## config.mk

```make
export PLATFORM = sky130hd
export DESIGN_NAME = host_loader
export DESIGN_NICKNAME = d
export VERILOG_FILES = /design/src/rtl/loader_pkg.sv /design/src/rtl/host_loader.sv
export SDC_FILE = /design/constraint.sdc
export NUM_CORES = 1
export LEC_CHECK = 0
export ABC_CLOCK_PERIOD_IN_PS = 5300
export CORE_AREA = 2 2 86 63
export CTS_CLUSTER_DIAMETER = 150
export DETAILED_ROUTE_END_ITERATION = 16
export DIE_AREA = 0 0 88 65
export MAX_ROUTING_LAYER = met4
export PLACE_DENSITY = 0.7
export SYNTH_ARGS = -nofsm -noshare
export SYNTH_HDL_FRONTEND = slang
export SYNTH_SLANG_ARGS = --single-unit
```

## constraint.sdc

```tcl
create_clock -name clk -period 5.3 [get_ports clk]
set_input_delay 1.59 -clock clk [delete_from_list [all_inputs] [get_ports clk]]
set_output_delay 1.59 -clock clk [all_outputs]
set_load 0.05 [all_outputs]
```

## src/rtl/loader_pkg.sv

```systemverilog
// Shared state encoding and default session geometry for the host loader.
package loader_pkg;

  typedef enum logic [2:0] {
    IDLE,
    LOAD,
    KICK,
    RUN,
    DRAIN,
    FIN
  } state_t;

  localparam logic [7:0]  LD_BASE_DEF = 8'd0;
  localparam logic [8:0]  LD_LEN_DEF  = 9'd64;
  localparam logic [7:0]  RS_BASE_DEF = 8'd64;
  localparam logic [8:0]  RS_LEN_DEF  = 9'd64;
  localparam logic [19:0] TMO_DEF     = 20'd100000;

endpackage

```

## src/rtl/host_loader.sv

```systemverilog
// Host session sequencer: loads bytes into data memory, runs the core, streams results back.
// Byte handshakes are combinational (same-cycle); in_valid/out_ready stalls hold all state.
module host_loader
  import loader_pkg::*;
#(
  parameter logic [7:0]  LD_BASE = LD_BASE_DEF,
  parameter logic [8:0]  LD_LEN  = LD_LEN_DEF,
  parameter logic [7:0]  RS_BASE = RS_BASE_DEF,
  parameter logic [8:0]  RS_LEN  = RS_LEN_DEF,
  parameter logic [19:0] TMO     = TMO_DEF
) (
  input  logic       clk,
  input  logic       reset,
  input  logic       start,
  input  logic       in_valid,
  input  logic [7:0] in_data,
  output logic       in_ready,
  output logic       out_valid,
  output logic [7:0] out_data,
  input  logic       out_ready,
  output logic       mem_wr_en,
  output logic [7:0] mem_addr,
  output logic [7:0] mem_wr_dat,
  input  logic [7:0] mem_rd_dat,
  output logic       core_reset,
  input  logic       core_done,
  output logic       busy,
  output logic       timeout
);

  state_t      state, state_nxt;
  logic [8:0]  idx, idx_nxt;
  logic [19:0] cnt, cnt_nxt;
  logic        timeout_q, timeout_nxt;

  always_ff @(posedge clk or negedge reset) begin
    if (!reset) begin
      state     <= IDLE;
      idx       <= '0;
      cnt       <= '0;
      timeout_q <= 1'b0;
    end else begin
      state     <= state_nxt;
      idx       <= idx_nxt;
      cnt       <= cnt_nxt;
      timeout_q <= timeout_nxt;
    end
  end

  assign timeout = timeout_q;

  always_comb begin
    state_nxt   = state;
    idx_nxt     = idx;
    cnt_nxt     = cnt;
    timeout_nxt = timeout_q;
    in_ready    = 1'b0;
    out_valid   = 1'b0;
    out_data    = 8'd0;
    mem_wr_en   = 1'b0;
    mem_addr    = 8'd0;
    mem_wr_dat  = 8'd0;
    core_reset  = 1'b1;
    busy        = 1'b1;

    unique case (state)
      IDLE: begin
        busy    = 1'b0;
        idx_nxt = '0;
        if (start) begin
          timeout_nxt = 1'b0;
          state_nxt   = (LD_LEN == 9'd0) ? KICK : LOAD;
        end
      end
      LOAD: begin
        in_ready = 1'b1;
        mem_addr = LD_BASE + idx[7:0];
        if (in_valid) begin
          mem_wr_en  = 1'b1;
          mem_wr_dat = in_data;
          idx_nxt    = idx + 9'd1;
          if (idx == LD_LEN - 9'd1) state_nxt = KICK;
        end
      end
      KICK: begin
        cnt_nxt   = '0;
        idx_nxt   = '0;
        state_nxt = RUN;
      end
      RUN: begin
        core_reset = 1'b0;
        idx_nxt    = '0;
        // A done arriving on the last allowed cycle still counts as success.
        if (core_done) begin
          state_nxt = (RS_LEN == 9'd0) ? FIN : DRAIN;
        end else if (cnt == TMO - 20'd1) begin
          state_nxt   = FIN;
          timeout_nxt = 1'b1;
        end else begin
          cnt_nxt = cnt + 20'd1;
        end
      end
      DRAIN: begin
        out_valid = 1'b1;
        mem_addr  = RS_BASE + idx[7:0];
        out_data  = mem_rd_dat;
        if (out_ready) begin
          idx_nxt = idx + 9'd1;
          if (idx == RS_LEN - 9'd1) state_nxt = FIN;
        end
      end
      FIN: begin
        state_nxt = IDLE;
      end
      default: begin
        state_nxt = IDLE;
      end
    endcase
  end

endmodule

```

# Yosys cells after proc, flatten, opt, wreduce, memory -nomap -nowiden
# Index checks and enable logic that the tools add are counted.
# totals
word_cells	59
in_bits	22
register_bits	33
output_inout_bits	30
# op_classes
muxes	28
n_addsub	3
n_eq_ne	15
n_reduce_logical	9
# ops
op	count
20-bit 2-to-1 mux	2
20-bit one-hot mux with 2 select lines	1
9-bit one-hot mux with 3 select lines	1
8-bit 2-to-1 mux	3
3-bit 2-to-1 mux	7
20-bit by 1-bit adder with 20-bit output, second input constant	1
20-bit by 17-bit == test with 1-bit output, second input constant	1
9-bit 2-to-1 mux	2
2-bit != test, second input constant	8
8-bit one-hot mux with 2 select lines	1
3-bit one-hot mux with 5 select lines	1
9-bit by 1-bit adder with 9-bit output, second input constant	1
9-bit by 6-bit == test with 1-bit output, second input constant	1
1-bit 2-to-1 mux	9
7-bit by 8-bit adder with 8-bit output, first input constant	1
3-bit by 2-bit == test with 1-bit output, second input constant	2
3-bit AND reduction	2
6-bit AND reduction	1
4-bit AND reduction	1
2-bit nonzero test	2
3-bit by 1-bit == test with 1-bit output, second input constant	1
3-bit == test, second input constant	1
3-bit zero test	1
3-bit != test, second input constant	1
other kinds (3)	3

# Longest topological paths before layout
# Gate-level depths: netlist of the first run.
# logic_depth
ltp_word	4
depth_mapped	8
depth_no_buf	7

# Worst setup path before layout of the first run
# OpenSTA, ideal clock, no wires.
# synth_timing
path_kind	input -> output
start	input in_valid
end	output mem_wr_dat[0]
path_buffers	1
slack_ns	1.454
cell_stages	2
t_arrival_ns	2.256
required_ns	3.710
cell_sequence	clkbuf_1 -> and3_1
# synth_via
elab_chain_len	2
# synth_rtl
element	line_no	source
from (decl)	host_loader.sv:15	input logic in_valid,
8-bit 2-to-1 mux	host_loader.sv:78	if (in_valid) begin
8-bit 2-to-1 mux	host_loader.sv:66	unique case (state)
to (decl)	host_loader.sv:23	output logic [7:0] mem_wr_dat,
# No other way between the ends.

# Worst setup path after layout of the first run
# layout_timing
start	input in_valid
end	output mem_wr_dat[1]
# The elaborated chain is that of the path after synthesis.

==> results of run 1 <==
path summary, 6_finish.rpt:
path / slack [ns] / depth (start not counted) / end / start
setup / recovery: 0.49 / 3 / mem_wr_dat[1] / in_valid
min in group asynchronous: 1.71 / 2 / cnt[4]$_DFFE_PN0P_ / reset
hold / removal: 0.50 / 1 / cnt[19]$_DFFE_PN0P_ / cnt[19]$_DFFE_PN0P_
max in group asynchronous: 3.28 / 2 / cnt[16]$_DFFE_PN0P_ / reset
setup reg to reg: 2.96 / 5 / cnt[11]$_DFFE_PN0P_ / cnt[11]$_DFFE_PN0P_
hold reg to reg: 0.50 / 1 / cnt[19]$_DFFE_PN0P_ / cnt[19]$_DFFE_PN0P_
critical path, delay by kind of cell:
family / cells / cell delay, ns
buffers and inverters: 2 / 1.42
and+or+nand+nor: 1 / 0.21
state kept, by name, indices dropped and copies added (netlist names):
| signal | flops |
|---|---|
| cnt | 20 |
| state | 3 |
| idx | 9 |
| timeout | 1 |
per-layer routing:
layer / global-route usage, % / vias to the layer above / part of all wire [%]
met4: 4.04 / 0 / 0.63
li1: - / 938 / -
met5: - / - / 0
met2: 24.7 / 60 / 41
met1: 26.3 / 875 / 51
met3: 4.33 / 2 / 7.1
metrics by stage:
stage	hold WS, ns	instance area, sq um	utilization [%]
global route	0.515	2740	54.9
floorplan	0.449	2080	-
CTS	0.497	2740	54.9
detailed placement	0.482	2650	53.2
finish	0.499	2740	54.9
global placement	0.484	2650	53.2
area by class of cell:
class,instances,area (sq um),share of cell area (%)
Clock buffer,7,86.3,3.16
Sequential cell,33,826,30.2
Inverter,8,30.0,1.10
Timing Repair Buffer,55,541,19.8
Tap cell,72,90.1,3.29
Multi-Input combinational cell,184,1160,42.5
power groups by stage:
stage	clock (mW)	combinational [mW]	sequential [mW]
final	0.188	0.481	0.356
after global routing	0.207	0.522	0.363
after CTS	0.192	0.484	0.355
after detailed placement	0	0.483	0.359
after global placement	0	0.477	0.358
after floorplan	0	0.353	0.336
cells in the final DEF (no fill, tap or decap), drive strengths merged, types with 2 or more instances in the layout:
cell type / count
mux2: 2
nand2: 26
a31o: 2
nor3: 6
nor2: 25
nor4b: 2
o21ai: 13
xnor2: 3
nand4: 4
or3: 5
and3: 14
and2: 11
clkdlybuf4s50: 51
mux2i: 7
clkbuf: 7
a21oi: 7
buf: 4
ha: 4
nand3: 13
or4: 4
o211ai: 4
dfrtp: 33
xor2: 8
o211a: 3
inv: 8
nor3b: 3
nand2b: 3
o31ai: 3
cells by family after synthesis:
group / Yosys count / synth area share [%]
and+or+nand+nor: 120 / 30.8
AOI/OAI and AO/OA: 40 / 13.6
DFF: 33 / 39.6
buffers and inverters: 19 / 4.50
xor gates and xnor gates: 11 / 4.62
muxes: 9 / 4.44
adders and majority gates: 4 / 2.40
==> impl_metrics.ini, run 1 <==
[worst_setup_path]
start_kind = input pin
slowest_delay_ns = 0.80
critical-path-slowest-cell = clkdlybuf4s50_1
crit_fanout = 11
path_class = input pin to output port
arrival_ns = 3.22
worstPathCellList = clkdlybuf4s50_1, and3_1, clkdlybuf4s50_1
end_kind = output port
crit_required_ns = 3.71
crit_top_cell = clkdlybuf4s50_1

[floorplan]
die-area_sq_mm = 0.00572
pin_count = 52
die_x_um = 88
core_sq_mm = 0.00498
die_h_um = 65
start_util_pct = 41.8
num_rows = 22

[pwr]
combPwrFrac_pct = 46.9
ir_worst_vdd_uv = 162
switching_share_pct = 43.5
power_density_mw_per_mm2 = 375
leakage_nw = 1.18
power_switching_mw = 0.446
internal_power_mw = 0.579
clockPowerShare_pct = 18.3
p_seq_share_pct = 34.8
fin_total_pwr_mw = 1.03

[logic_synthesis]
ys_seq_area_share_pct = 39.6
synth_ff_type = dfrtp_1
synth_edf_count = 0
post_synth_num_cell_types = 50
async_flop_share_pct = 100
syn-mean-instance-area_sq_um = 8.83
synth.top_cell.area_share_pct = 39.6
ys_ff_latch = 33
yosysWarnings = 0
synth_area_leaders = dfrtp_1, nand2_1, nor2_1
synthesis.instances = 236
synth_nets = 262
syn-cell-area_sq_mm = 0.00208
yosys-top-cells-count = dfrtp_1, nand2_1, nor2_1, and3_1, nand3_1
synth.most_common_cell = dfrtp_1
yosys.area.top_type = dfrtp_1

[cts]
holdBufCountCts = 0
cts_setup_buffers = 0
cts_tree = done
cts_root_buf = clkbuf_8
cts_repair_resize_count = 0
clkSlewWorstSetupHoldPaths_ns = 0.06
cts.sinks = 33
insertion_delay_ns = 0.27
numCtsBuffers = 5
htree_levels = 2
clockBufferDepth = 2

[detailed_routing]
drc = 0
vias = 1875
detail_route.vias_per_cell = 5.22
routed_wl_mm = 4.62
first_iter_violations = 114
wl_per_cell_um = 12.9
ant_nets = 0
dr.pass1.iters = 4

[sta]
rsz0062_at_grt = false
min_period_ns = 4.81
relSlewSlack_pct = 49.7
setup_viol_count_final = 0
finalMaxSlewViolations = 0
period_share_pct = 90.7
worst_slew_pin_slew_ns = 0.754
finalWorstSetupSlack_ns = 0.492
fin_skew_ns = 0.00254
setup-tns-final_ns = 0
hold_violations = 0
max_freq_mhz = 208

[layout]
diodes = 0
drive_gt1_share_pct = 8.71
instances_no_fill = 359
nFillCells = 465
nNetsFinal = 313
area_delta_synth_final_pct = 31.4

[global_routing]
grt-ovfl-total = 0
grt_pass1_wl_mm = 7.76
grt_max_degree = 34
antenna_found_initial = 0
gr-usage-all-layers_pct = 17.9
first_global_vias = 1614

[place]
dpl.cell_count = 352
place_ws_ns = 0.489
gp_congestion = 0.823
dpl.hpwl_mm = 3.51
place.port_buffers = 51

[run_status]
outcome = finished, final reports clean

[worst_hold_path]
hold_path.class = register to register

[flow_run]
cap_violations = 0
Note: power is estimated with default switching activity, not from simulation.
==> inputs of run 2 (changes only) <==
CORE_AREA = 2 2 81 83   (was 2 2 86 63)
CTS_CLUSTER_SIZE = 30   (was unset)
DIE_AREA = 0 0 83 85   (was 0 0 88 65)
PLACE_DENSITY = 0.58   (was 0.7)
==> run 2 against run 1 <==
Non-clock buffer count unchanged. Highest routed layer unchanged. Largest cell class unchanged. Wire length increased by 2.3%. Power increased by 5.0%. Via count decreased by 1.0%. Largest power group unchanged. Clock power increased by 30%.
==> impl_metrics.ini, run 2 (synthesized netlist as in run 1, its figures left out) <==
[worst_setup_path]
reg2reg_from = cnt[11]$_DFFE_PN0P_
end_kind = output port
start_kind = input pin
crit_top_cell = clkdlybuf4s50_1
crit_fanout = 11
r2r.worst_path.cells = 5
path_buf_inv = 2
worstPathCellList = clkdlybuf4s50_1, and3_1, clkdlybuf4s50_1
crit_required_ns = 3.71
slowest_delay_ns = 0.79
r2r-end = cnt[11]$_DFFE_PN0P_
reg2reg_slack_ns = 2.94
path_class = input pin to output port
arrival_ns = 3.22
critPathTopFamily = buffers and inverters
critical-path-slowest-cell = clkdlybuf4s50_1

[cts]
cts_tree = done
clkSlewWorstSetupHoldPaths_ns = 0.07
cts_root_buf = clkbuf_8
cts.sinks = 33
holdBufCountCts = 0
cts_setup_buffers = 0
numCtsBuffers = 5
htree_levels = 2
clockBufferDepth = 2
cts_repair_resize_count = 0
insertion_delay_ns = 0.28

[worst_hold_path]
hold_path.class = register to register
hold_path_end = cnt[19]$_DFFE_PN0P_
min_path_cells = 1
holdCritStartpoint = cnt[19]$_DFFE_PN0P_

[detailed_routing]
vias = 1856
ant_nets = 0
drc = 0
detail_route.vias_per_cell = 5.08
dr.pass1.iters = 4
wl_per_cell_um = 13.0
first_iter_violations = 112
routed_wl_mm = 4.73

[sta]
finalMaxSlewViolations = 0
min_period_ns = 4.81
rsz0062_at_grt = false
worst_slew_pin_slew_ns = 0.720
setup_viol_count_final = 0
relSlewSlack_pct = 52.0
setup-tns-final_ns = 0
fin_skew_ns = 0.00219
max_freq_mhz = 208
period_share_pct = 90.7
hold_violations = 0
finalWorstSetupSlack_ns = 0.491

[place]
dpl.hpwl_mm = 3.54
place.port_buffers = 51
gp_congestion = 0.777
place_ws_ns = 0.474

[flow_run]
cap_violations = 0

[layout]
nNetsFinal = 313
drive_gt1_share_pct = 9.03
reg_top3 = cnt (20), idx (9), state (3)
mostFrequentLayoutCell = clkdlybuf4s50_1
final_cell_mix = clkdlybuf4s50_1, dfrtp_1, nand2_1
largest_reg_flops = 20
largest-register = cnt
area_delta_synth_final_pct = 33.1
diodes = 0

[global_routing]
grt_max_degree = 34
gr-usage-all-layers_pct = 14.4
first_global_vias = 1725
grt-ovfl-total = 0
antenna_found_initial = 0
grt_pass1_wl_mm = 8.14

[run_status]
outcome = finished, final reports clean

[pwr]
internal_power_mw = 0.629
leakage_nw = 1.19
ir_worst_vdd_uv = 214
p_seq_share_pct = 32.8
power_switching_mw = 0.447
clockPowerShare_pct = 22.8
combPwrFrac_pct = 44.4
power_density_mw_per_mm2 = 388
switching_share_pct = 41.5

[floorplan]
num_rows = 29
pin_count = 52
die-area_sq_mm = 0.00706
start_util_pct = 33.6
die_x_um = 83
core_sq_mm = 0.00620
die_h_um = 85
==> run 2: worst max-delay path by stage <==
| stage | start | endpoint | slack (ns) | depth (start not counted) |
|---|---|---|---|---|
| after floorplan | in_valid | mem_wr_dat[0] | 1.45 | 2 |
| after global placement | in_valid | mem_wr_dat[1] | 0.49 | 3 |
| after detailed placement | in_valid | mem_wr_dat[1] | 0.47 | 3 |
| after CTS | in_valid | mem_wr_dat[1] | 0.47 | 3 |
| after global routing | in_valid | mem_wr_dat[1] | 0.41 | 3 |
| final | in_valid | mem_wr_dat[1] | 0.49 | 3 |
==> run 2: power by group through the flow <==
stage / registers (mW) / clock network, mW / logic, mW
2_1_floorplan: 0.336 / 0 / 0.353
3_3_place_gp: 0.358 / 0 / 0.481
3_5_place_dp: 0.359 / 0 / 0.484
4_1_cts: 0.354 / 0.251 / 0.485
5_1_grt: 0.364 / 0.261 / 0.519
6_report: 0.354 / 0.245 / 0.478
==> run 2: area by class of cell <==
type | instances | area, sq um
clock buffers | 7 | 86.3
clock inverters | 1 | 30.0
fillers | 592 | 3430
inverters | 8 | 30.0
multi-input cells | 184 | 1160
flip-flops and latches | 33 | 826
well taps | 77 | 96.3
repair buffers | 55 | 541
==> run 2: metal layers <==
| layer | wire (um) | up-vias | GRT usage (%) |
|---|---|---|---|
| li1 | - | 941 | - |
| met1 | 2350 | 856 | 19.5 |
| met2 | 2090 | 54 | 21.8 |
| met3 | 223 | 5 | 2.43 |
| met4 | 72 | 0 | 5.37 |
| met5 | 0 | - | - |
==> run 2: per-stage QoR <==
stage / cell area [sq um] / util [%] / power (mW) / hold slack [ns] / std cells
after global placement: 2660 / 42.8 / 0.839 / 0.485 / 357
after global routing: 2770 / 44.7 / 1.14 / 0.518 / 365
after detailed placement: 2660 / 42.8 / 0.843 / 0.482 / 357
after floorplan: 2080 / - / 0.690 / 0.449 / 236
after CTS: 2770 / 44.7 / 1.09 / 0.492 / 365
final: 2770 / 44.7 / 1.08 / 0.496 / 365
==> inputs of run 3 (changes only) <==
SKIP_CTS_REPAIR_TIMING = 1   (was unset)
==> results of run 3 <==
Same layout as run 2: the final DEF is identical, and so are final timing and power.
